## src/rtl/encoder_stream_collector.sv

```systemverilog
// Drains the three encoder subblock streams byte by byte and serialises each triple onto one
// tagged valid/ready byte stream. Optional trailing XOR checksum under COLLECTOR_CHECKSUM_EN.
module encoder_stream_collector #(
    parameter int unsigned LEN0_BYTES = 132,
    parameter int unsigned LEN1_BYTES = 768
) (
    input  logic       clk,
    input  logic       reset,
    input  logic       computation_done,
    input  logic       length_in,
    input  logic [7:0] q0,
    input  logic [7:0] q1,
    input  logic [7:0] q2,
    output logic       rdreq_subblock,
    output logic [7:0] out_data,
    output logic [1:0] out_stream,
    output logic       out_valid,
    input  logic       out_ready,
    output logic       out_last,
    output logic       blk_done
);

`ifdef COLLECTOR_CHECKSUM_EN
    typedef enum logic [2:0] {
        StIdle, StReq, StCap, StS0, StS1, StS2, StDone, StChk
    } state_e;
`else
    typedef enum logic [2:0] {
        StIdle, StReq, StCap, StS0, StS1, StS2, StDone
    } state_e;
`endif

    localparam logic [9:0] Len0Last = 10'(LEN0_BYTES - 1);
    localparam logic [9:0] Len1Last = 10'(LEN1_BYTES - 1);

    state_e     state_q, state_d;
    logic       armed_q, armed_d;
    logic       len_sel_q, len_sel_d;
    logic [9:0] bcnt_q, bcnt_d;
    logic [7:0] h0_q, h0_d;
    logic [7:0] h1_q, h1_d;
    logic [7:0] h2_q, h2_d;
    logic       last_byte;
`ifdef COLLECTOR_CHECKSUM_EN
    logic [7:0] xor_q, xor_d;
`endif

    assign last_byte = (bcnt_q == (len_sel_q ? Len1Last : Len0Last));

    always_ff @(posedge clk) begin
        if (reset) begin
            state_q   <= StIdle;
            armed_q   <= 1'b1;
            len_sel_q <= 1'b0;
            bcnt_q    <= '0;
            h0_q      <= '0;
            h1_q      <= '0;
            h2_q      <= '0;
`ifdef COLLECTOR_CHECKSUM_EN
            xor_q     <= '0;
`endif
        end else begin
            state_q   <= state_d;
            armed_q   <= armed_d;
            len_sel_q <= len_sel_d;
            bcnt_q    <= bcnt_d;
            h0_q      <= h0_d;
            h1_q      <= h1_d;
            h2_q      <= h2_d;
`ifdef COLLECTOR_CHECKSUM_EN
            xor_q     <= xor_d;
`endif
        end
    end

    // Next-state logic
    always_comb begin
        state_d   = state_q;
        armed_d   = armed_q;
        len_sel_d = len_sel_q;
        bcnt_d    = bcnt_q;
        h0_d      = h0_q;
        h1_d      = h1_q;
        h2_d      = h2_q;
`ifdef COLLECTOR_CHECKSUM_EN
        xor_d     = xor_q;
`endif

        // A low level re-arms; finishing a block disarms so a held level cannot retrigger.
        if (!computation_done) begin
            armed_d = 1'b1;
        end else if (state_q == StDone) begin
            armed_d = 1'b0;
        end

        case (state_q)
            StIdle: begin
                if (computation_done && armed_q) begin
                    len_sel_d = length_in;
                    bcnt_d    = '0;
`ifdef COLLECTOR_CHECKSUM_EN
                    xor_d     = '0;
`endif
                    state_d   = StReq;
                end
            end
            StReq: state_d = StCap;
            StCap: begin
                h0_d    = q0;
                h1_d    = q1;
                h2_d    = q2;
                state_d = StS0;
            end
            StS0: begin
                if (out_ready) begin
`ifdef COLLECTOR_CHECKSUM_EN
                    xor_d = xor_q ^ h0_q;
`endif
                    state_d = StS1;
                end
            end
            StS1: begin
                if (out_ready) begin
`ifdef COLLECTOR_CHECKSUM_EN
                    xor_d = xor_q ^ h1_q;
`endif
                    state_d = StS2;
                end
            end
            StS2: begin
                if (out_ready) begin
`ifdef COLLECTOR_CHECKSUM_EN
                    xor_d = xor_q ^ h2_q;
`endif
                    bcnt_d = bcnt_q + 10'd1;
                    if (last_byte) begin
`ifdef COLLECTOR_CHECKSUM_EN
                        state_d = StChk;
`else
                        state_d = StDone;
`endif
                    end else begin
                        state_d = StReq;
                    end
                end
            end
`ifdef COLLECTOR_CHECKSUM_EN
            StChk: begin
                if (out_ready) begin
                    state_d = StDone;
                end
            end
`endif
            StDone:  state_d = StIdle;
            default: state_d = StIdle;
        endcase
    end

    // Moore outputs
    always_comb begin
        rdreq_subblock = 1'b0;
        out_data       = '0;
        out_stream     = 2'd0;
        out_valid      = 1'b0;
        out_last       = 1'b0;
        blk_done       = 1'b0;
        case (state_q)
            StReq: rdreq_subblock = 1'b1;
            StS0: begin
                out_valid  = 1'b1;
                out_data   = h0_q;
                out_stream = 2'd0;
            end
            StS1: begin
                out_valid  = 1'b1;
                out_data   = h1_q;
                out_stream = 2'd1;
            end
            StS2: begin
                out_valid  = 1'b1;
                out_data   = h2_q;
                out_stream = 2'd2;
`ifndef COLLECTOR_CHECKSUM_EN
                out_last   = last_byte;
`endif
            end
`ifdef COLLECTOR_CHECKSUM_EN
            StChk: begin
                out_valid  = 1'b1;
                out_data   = xor_q;
                out_stream = 2'd3;
                out_last   = 1'b1;
            end
`endif
            StDone:  blk_done = 1'b1;
            default: ;
        endcase
    end

endmodule
```

## config.mk

```make
export PLATFORM = sky130hd
export DESIGN_NAME = encoder_stream_collector
export DESIGN_NICKNAME = d
export VERILOG_FILES = /design/src/rtl/encoder_stream_collector.sv
export SDC_FILE = /design/constraint.sdc
export NUM_CORES = 1
export LEC_CHECK = 0
export ABC_AREA = 1
export BUFFER_PORTS_ARGS = -buffer_cell sky130_fd_sc_hd__buf_2
export CORE_UTILIZATION = 41
export CTS_BUF_LIST = sky130_fd_sc_hd__clkbuf_8
export DETAILED_ROUTE_END_ITERATION = 7
export PLACE_DENSITY_LB_ADDON = 0.3
export SETUP_SLACK_MARGIN = 0.2
export SLEW_MARGIN = 25
export SYNTH_ARGS = -nofsm -noshare
export SYNTH_HDL_FRONTEND = slang
export SYNTH_SLANG_ARGS = --single-unit
```

## constraint.sdc

```tcl
create_clock -name clk -period 1.8 [get_ports clk]
set_input_delay 0.09 -clock clk [delete_from_list [all_inputs] [get_ports clk]]
set_output_delay 0.09 -clock clk [all_outputs]
set_load 0.01 [all_outputs]
```

# == Word level (Yosys, flattened, before mapping) ==
# Cells that the tools add are included.
# word_totals
wordCells,44
register_bits,39
out_inout_bits,14
in_bits,29
# op_classes
n_mux,16
addsub,1
n_bitwise,1
n_reduce_logical,8
n_eq_ne,11
# op_table
cell,n
10-bit 2-to-1 mux,3
8-bit case mux with 3 select lines,1
10-bit case mux with 2 select lines,1
3-bit case mux with 6 select lines,1
3-bit 2-to-1 mux,5
"10-bit by 1-bit adder with 10-bit output, second input constant",1
10-bit == test,1
"3-bit == test, second input constant",3
"2-bit inequality test, second input constant",4
"3-bit by 2-bit == test with 1-bit output, second input constant",2
1-bit 2-to-1 mux,4
2-bit case mux with 2 select lines,1
4-bit AND reduction,1
"3-bit by 1-bit == test with 1-bit output, second input constant",1
3-bit logical NOT,1
3-bit AND reduction,1
3-bit OR reduction,1
2-bit AND reduction,1
2-bit nonzero test,1
2-bit OR reduction,1
1-bit logical AND,1
1-bit inverter,1

# == Depth between registers and ports, before layout ==
# Gate-level depths: netlist of run 1.
# depth
ltp_word,5
ltp_mapped,11

# == Least setup slack after synthesis of run 1 ==
# OpenSTA, ideal clock, no wires.
# synth_path
path_kind,reg-to-output
startpoint,register state_q[2]
endpoint,output out_data[0]
n_path_buf,0
t_required_ps,1710
path_stages_with_launch,5
setup_slack_ps,540
arrival_time_ps,1170
cell_sequence,dfxtp_1 nand2_4 nor2_1 nand2_1 nand3_1
# synth_via
elab_chain_len,2
# synth_lines
item,line_no,text
start: declaration,36,"state_e state_q, state_d;"
start signal: assignment,52,state_q <= StIdle;
start signal: assignment,63,state_q <= state_d;
3-bit == test / 3-bit by 2-bit == test with 1-bit output (equally long branches),167,case (state_q)
8-bit case mux with 3 select lines *,167,
end: declaration,15,"output logic [7:0] out_data,"
# Every way passes the cells marked *; elsewhere a longest branch is shown, timed or not.

# == Worst setup path after layout of run 1 ==
# layout_path
startpoint,register state_q[1]
endpoint,output out_last
# layout_via
elab_chain_len,2
# layout_lines
item,line_no,text
3-bit == test,167,
1-bit 2-to-1 mux,167,
end: declaration,19,"output logic out_last,"
# No other way between the ends.

==> impl_metrics.csv, run 1 <==
group,metric,value,unit
grt,largest_net_degree_at_the_start_of_global_routing,27,
worst_setup_path,cp_slowest_stage_delay,360,ps
worst_setup_path,critPathMaxFanout,13,
clock_network,cts_num_sinks,39,
synth,yosysUniqueCellTypes,22,
layout,area_growth,23.6,%
timing,final_hold_viol_count,0,
clock_network,clk-insertion-delay-late,300,ps
clock_network,cts_root_buffer,"sky130_fd_sc_hd__clkbuf_8",
synth,syn_area,0.00181,sq mm
worst_setup_path,timing.critical_path.required,1710,ps
grt,antenna_violations_before_repair,0,
pwr,vdd_ir_drop_max,0.000427,V
timing,setup-violations-final,0,
worst_setup_path,r2r.worst_path.cells,8,
synth,post-synth-top-area-fraction,43.1,%
placement,gp_congestion,0.819,
synth,synth_seq_cells,39,
routing,vias_per_cell,4.80,
pwr,share_seq_of_total_power,47.4,%
routing,first_pass_iters,4,
timing,tns,0,ps
worst_setup_path,ff2ff_setup_slack,330,ps
synth,synthTopCellsByArea,"sky130_fd_sc_hd__dfxtp_1, sky130_fd_sc_hd__nand2_1, sky130_fd_sc_hd__nor2_1",
worst_setup_path,path_delay_family,"simple AND/OR/NAND/NOR gates",
routing,remaining_drc_errors,0,
timing,timing.fmax,642,MHz
run_status,status,"completed",
placement,dp_hpwl,2.95,mm
die,rows,23,
routing,num_vias,1768,
worst_setup_path,critical_path.reg2reg.startpoint,"state_q[1]",
synth,count_of_mapped_cells_out_of_synthesis,270,
worst_setup_path,critical_path.cell_chain,"inv_2 > nand2_4 > nor2_8 > nand4_1 > inv_1 > buf_2",
worst_setup_path,setup.worst_path.start,"state_q[1]",
synth,ys.warnings.count,0,
die,die_y,68.5,um
pwr,power-per-cell-area,944,mW/mm^2
routing,totalWireLength,4.05,mm
worst_setup_path,worst-path-buf-inv,3,
grt,wire_length_of_the_first_global_routing_pass,6.82,mm
timing,rsz_0062_raised_after_global_routing,"yes",
clock_network,htree_levels,2,
worst_setup_path,worst_setup_path_start_kind,"flip-flop",
placement,numPortBuffers,42,
routing,avgRoutedWirePerCell,11.0,um
timing,final_period_minus_worst_setup_slack,1560,ps
grt,gr-total-overflow,0,
synth,syn_nets,300,
worst_setup_path,r2r-end,"bcnt_q[5]",
synth,postSynth.topFlopCell,"sky130_fd_sc_hd__dfxtp_1",
pwr,cell_internal_pwr,1.50,mW
pwr,power.share.clock,36.1,%
worst_setup_path,timing_endpoint_of_the_critical_path,"out_last",
timing,fin_ws,242,ps
timing,clock-skew-final,3.97,ps
clock_network,number_of_cts_inserted_buffers,5,
synth,synthTopCellsByCount,"sky130_fd_sc_hd__nand2_1, sky130_fd_sc_hd__nor2_1, sky130_fd_sc_hd__dfxtp_1",
die,die_width,68.5,um
die,floorplan.core_area,0.00412,sq mm
run,max-cap-violations,0,
grt,grt.total_usage,19.7,%
pwr,power.static_leakage,1.04,nW
grt,grt_pass1_vias,1603,
layout,finish.net_count,347,
worst_setup_path,cp.arrival,1470,ps
worst_setup_path,timing.critical_path.depth,6,
synth,number_of_enable_flip_flop_cells_after_synthesis,0,
die,boundary_pins,43,
timing,layout_worst_path_cycle_share,86.5,%
worst_hold_path,hold_path_class,"input pin to flip-flop",
pwr,net-switching-power,0.616,mW
clock_network,ctsLongestPathBuffers,2,
worst_setup_path,setup.worst_path.class,"flip-flop to output port",
layout,drive_above_1_share,24.5,%
die,fp.dieArea,0.00469,sq mm
timing,number_of_pins_with_negative_max_slew_slack_in_the_final_report,0,
die,start_util,44.1,%
timing,max_transition_margin,80.4,%
timing,hold-worst-slack,3.38,ps
synth,yosysMostFrequentCell,"sky130_fd_sc_hd__nand2_1",
timing,tightest_slew,293,ps
clock_network,cts_tree,"built",
pwr,switching_share,29.1,%
synth,synth_top_cell_by_area,"sky130_fd_sc_hd__dfxtp_1",
worst_setup_path,critical_path.endpoint_type,"output port",
clock_network,clkTransAtPathRegs,80,ps
worst_setup_path,crit_path_top_delay_cell,"sky130_fd_sc_hd__dfxtp_2",
placement,preCtsSetupSlack,221,ps
routing,drtIter0Drc,59,
synth,synth_async_sr_flop_share,0,%
pwr,comb_power_share,16.5,%
synth,synth.yosys.seq_area_share,43.1,%
synth,postSynthAreaPerCell,6.71,sq um
layout,num_antenna_cells,0,
routing,antenna_left,0,
-- worst min path at each step --
stage,from,endpoint,cells after the start
CTS,computation_done,armed_q,2
detailed placement,computation_done,armed_q,2
floorplan,reset,bcnt_q[1],1
global placement,computation_done,armed_q,2
global route,computation_done,armed_q,2
finish,computation_done,armed_q,2
-- per-stage QoR --
stage	utilization [%]	total power, mW	instance area (sq um)	std cells
2_1_floorplan	-	1.27	1810	270
3_3_place_gp	50.5	1.36	2080	358
3_5_place_dp	50.5	1.37	2080	358
4_1_cts	53.5	2.14	2200	366
5_1_grt	54.5	2.24	2240	368
6_report	54.5	2.12	2240	368
-- flip-flops by register name, summed over array words and instances, names as in the netlist --
| register | count |
|---|---|
| h2_q | 8 |
| state_q | 3 |
| h1_q | 8 |
| len_sel_q | 1 |
| bcnt_q | 10 |
| h0_q | 8 |
| armed_q | 1 |
-- per-layer routing --
| layer | global-route usage, % | share of wire, % | up-vias |
|---|---|---|---|
| met2 | 31.6 | 46 | 49 |
| met5 | 0 | 0 | - |
| li1 | - | - | 947 |
| met3 | 5.26 | 5.6 | 7 |
| met1 | 24.6 | 47 | 765 |
| met4 | 8.33 | 1.5 | 0 |
-- power groups by stage --
stage	sequential (mW)	combinational (mW)	clock, mW
5_1_grt	1.02	0.405	0.817
6_report	1.00	0.349	0.763
4_1_cts	1.00	0.352	0.781
3_5_place_dp	1.02	0.350	0
3_3_place_gp	1.02	0.344	0
2_1_floorplan	1.00	0.266	0
-- timing repair --
| item | CTS | global route |
|---|---|---|
| setup buffers | 0 | 2 |
| endpoints found under the setup margin | 10 | 10 |
| pin swaps | 0 | 3 |
| resized for setup | 4 | 10 |
| hold buffers | 0 | 0 |
-- placed cells by master, fill, tap and decap left out --
cell type / n
sky130_fd_sc_hd__a2bb2oi_1: 2
sky130_fd_sc_hd__ha_4: 1
sky130_fd_sc_hd__nand4_2: 1
sky130_fd_sc_hd__buf_4: 6
sky130_fd_sc_hd__a21oi_1: 10
sky130_fd_sc_hd__nand3_1: 19
sky130_fd_sc_hd__nand2_2: 1
sky130_fd_sc_hd__bufinv_16: 1
sky130_fd_sc_hd__a211oi_1: 1
sky130_fd_sc_hd__inv_2: 1
sky130_fd_sc_hd__dfxtp_1: 30
sky130_fd_sc_hd__nor2_8: 1
sky130_fd_sc_hd__nor2_2: 3
sky130_fd_sc_hd__nor3_1: 1
sky130_fd_sc_hd__buf_2: 42
sky130_fd_sc_hd__nor3_2: 1
sky130_fd_sc_hd__o21ai_0: 29
sky130_fd_sc_hd__clkinv_4: 1
sky130_fd_sc_hd__nand4_1: 1
sky130_fd_sc_hd__inv_4: 1
sky130_fd_sc_hd__dfxtp_2: 9
sky130_fd_sc_hd__clkbuf_8: 5
sky130_fd_sc_hd__nand2_4: 3
sky130_fd_sc_hd__inv_6: 1
sky130_fd_sc_hd__nor2_1: 62
sky130_fd_sc_hd__inv_1: 22
sky130_fd_sc_hd__nand2_1: 63
-- logic make-up (layout without fill, tap and decap cells) --
family / after synthesis / in the layout / synth area share, %
buffers and inverters: 32 / 80 / 7.04
AO/OA/AOI/OAI: 42 / 42 / 12.1
adder cells (fa/ha/maj): 1 / 1 / 0.690
flip-flops: 39 / 39 / 43.1
AND/OR/NAND/NOR: 156 / 156 / 37.1
-- cell type report --
class / count / area [sq um]
inverter: 24 / 92.6
clock buffer: 5 / 68.8
clock inverter: 3 / 47.5
fill: 427 / 1870
multi-input combinational: 199 / 922
tap: 50 / 62.6
sequential: 39 / 792
timing repair buffer: 48 / 255
Power figures use the tool's default switching activity.
==> run 2: changes to the inputs <==
--- a/config.mk
+++ b/config.mk
@@ -8,10 +8,9 @@
 export ABC_AREA = 1
 export BUFFER_PORTS_ARGS = -buffer_cell sky130_fd_sc_hd__buf_2
 export CORE_UTILIZATION = 41
-export CTS_BUF_LIST = sky130_fd_sc_hd__clkbuf_8
+export CTS_BUF_LIST = sky130_fd_sc_hd__clkbuf_16
 export DETAILED_ROUTE_END_ITERATION = 7
 export PLACE_DENSITY_LB_ADDON = 0.3
-export SETUP_SLACK_MARGIN = 0.2
 export SLEW_MARGIN = 25
 export SYNTH_ARGS = -nofsm -noshare
 export SYNTH_HDL_FRONTEND = slang
==> impl_metrics.csv, run 2 (synthesis gave the netlist of run 1 again) <==
group,metric,value,unit
run_status,status,"completed",
pwr,net-switching-power,0.646,mW
routing,first_pass_iters,4,
worst_setup_path,critPathMaxFanout,6,
layout,final_core_utilization,55.1,%
grt,antenna_violations_before_repair,0,
clock_network,cts_root_buffer,"sky130_fd_sc_hd__clkbuf_16",
pwr,comb_power_share,14.9,%
grt,gr-total-overflow,0,
timing,setup-violations-final,0,
clock_network,cts_num_sinks,39,
grt,grt.total_usage,19.9,%
timing,max_transition_margin,79.8,%
routing,antenna_left,0,
layout,num_antenna_cells,0,
placement,dp_hpwl,2.95,mm
routing,drtIter0Drc,106,
worst_setup_path,worst-path-buf-inv,3,
timing,hold-worst-slack,22.3,ps
pwr,power.share.clock,43.1,%
placement,placed_instance_area,0.00208,sq mm
pwr,share_seq_of_total_power,42.1,%
clock_network,number_of_cts_inserted_buffers,5,
grt,largest_net_degree_at_the_start_of_global_routing,27,
worst_setup_path,timing.critical_path.required,1710,ps
timing,final_period_minus_worst_setup_slack,1700,ps
layout,final.fill_count,420,
worst_setup_path,critical_path.cell_chain,"inv_1 > nand3_1 > clkinvlp_2 > nand2_1 > nand3_1 > buf_2",
layout,registers.top_by_ff_count,"bcnt_q",
grt,wire_length_of_the_first_global_routing_pass,6.83,mm
timing,clock-skew-final,3.32,ps
layout,layout_common_cells,"sky130_fd_sc_hd__nand2_1, sky130_fd_sc_hd__nor2_1, sky130_fd_sc_hd__buf_2",
placement,numPortBuffers,42,
layout,layout.area.seq,782,sq um
routing,remaining_drc_errors,0,
worst_setup_path,cp.arrival,1610,ps
worst_hold_path,hold_path_class,"input pin to flip-flop",
grt,grt_pass1_vias,1599,
worst_setup_path,crit_path_top_delay_cell,"sky130_fd_sc_hd__dfxtp_2",
layout,layout.cells.most_common,"sky130_fd_sc_hd__nand2_1",
clock_network,htree_levels,2,
worst_setup_path,critical_path.endpoint_type,"output port",
timing,final_hold_viol_count,0,
clock_network,hold_buffer_count_at_cts,0,
routing,vias_per_cell,4.81,
die,start_util,44.1,%
pwr,switching_share,27.1,%
worst_setup_path,setup.worst_path.class,"flip-flop to output port",
routing,num_vias,1770,
pwr,power-per-cell-area,1050,mW/mm^2
layout,finish.net_count,347,
die,die_y,68.5,um
worst_setup_path,worst_setup_path_start_kind,"flip-flop",
pwr,cell_internal_pwr,1.74,mW
die,floorplan.core_area,0.00412,sq mm
pwr,vdd_ir_drop_max,0.000488,V
layout,design_area,0.00227,sq mm
placement,gp_congestion,0.819,
layout,drive_above_1_share,21.4,%
timing,layout_worst_path_cycle_share,94.7,%
worst_setup_path,cp_slowest_stage_delay,410,ps
layout,area_growth,25.1,%
layout,largest_register_ffs,10,
clock_network,cts_tree,"built",
clock_network,clk-insertion-delay-late,280,ps
timing,timing.fmax,587,MHz
layout,multi_input_gate_area,905,sq um
routing,totalWireLength,4.20,mm
die,boundary_pins,43,
clock_network,clkTransAtPathRegs,60,ps
run,max-cap-violations,0,
timing,number_of_pins_with_negative_max_slew_slack_in_the_final_report,0,
clock_network,ctsLongestPathBuffers,2,
pwr,power.static_leakage,1.06,nW
worst_setup_path,path_common_cell,"sky130_fd_sc_hd__nand3_1",
worst_setup_path,path_delay_family,"buffers and inverters",
die,fp.dieArea,0.00469,sq mm
die,rows,23,
die,die_width,68.5,um
timing,tightest_slew,301,ps
routing,avgRoutedWirePerCell,11.4,um
==> run 2: changes by cell type in the layout (fill, tap and decap cells not counted), sizes merged <==
cell,previous run,this run
clkinvlp,0,2
buf,48,47
inv,25,24
==> run 2: area by class of cell <==
| class | count | share of cell area, % |
|---|---|---|
| clock buffers | 5 | 5.52 |
| repair buffers | 47 | 10.9 |
| multi-input cells | 199 | 39.9 |
| repair inverters | 1 | 0.221 |
| inverters | 24 | 4.14 |
| flip-flops and latches | 39 | 34.5 |
| clock inverters | 3 | 2.10 |
| well taps | 50 | 2.76 |
==> run 2: timing repair <==
action,CTS,global route
setup endpoints to repair,0,8
endpoints found under the hold margin,0,0
gates resized for setup,0,2
buffers inserted,0,1
==> run 2: power groups by stage <==
stage | clock [mW] | sequential, mW | combinational [mW]
floorplan | 0 | 1.00 | 0.266
global placement | 0 | 1.02 | 0.344
detailed placement | 0 | 1.02 | 0.350
CTS | 1.05 | 1.00 | 0.352
global route | 1.09 | 1.02 | 0.407
finish | 1.03 | 1.00 | 0.355
==> run 2: worst paths after layout <==
path,start,to,slack [ps],depth (start not counted)
max,state_q[2],out_data[3],100,6
min,computation_done,armed_q,20,2
max reg2reg,state_q[0],bcnt_q[5],190,7
min reg2reg,len_sel_q,len_sel_q,470,2
==> run 2: metal layers <==
layer / vias up / track usage (%) / routed length [um]
met1: 774 / 24.9 / 2000
li1: 946 / - / -
met4: 0 / 8.33 / 41
met3: 4 / 4.61 / 210
met5: - / 0 / 0
met2: 46 / 32.5 / 1950
==> run 2: metrics by stage <==
| stage | instances | total power, mW | setup TNS [ps] | setup WS, ps |
|---|---|---|---|---|
| CTS | 366 | 2.40 | 0 | 40.3 |
| detailed placement | 358 | 1.37 | 0 | 221 |
| global route | 368 | 2.51 | -0.337 | -0.337 |
| floorplan | 270 | 1.27 | 0 | 540 |
| global placement | 358 | 1.36 | 0 | 275 |
| finish | 368 | 2.39 | 0 | 95.9 |
==> run 2: worst register-to-register path: cells and delay by family (launching register included) <==
kind	cells	cell delay, ps
AND/OR/NAND/NOR	4	510
buffers and inverters	1	160
AO/OA/AOI/OAI	2	310
flip-flops	1	500
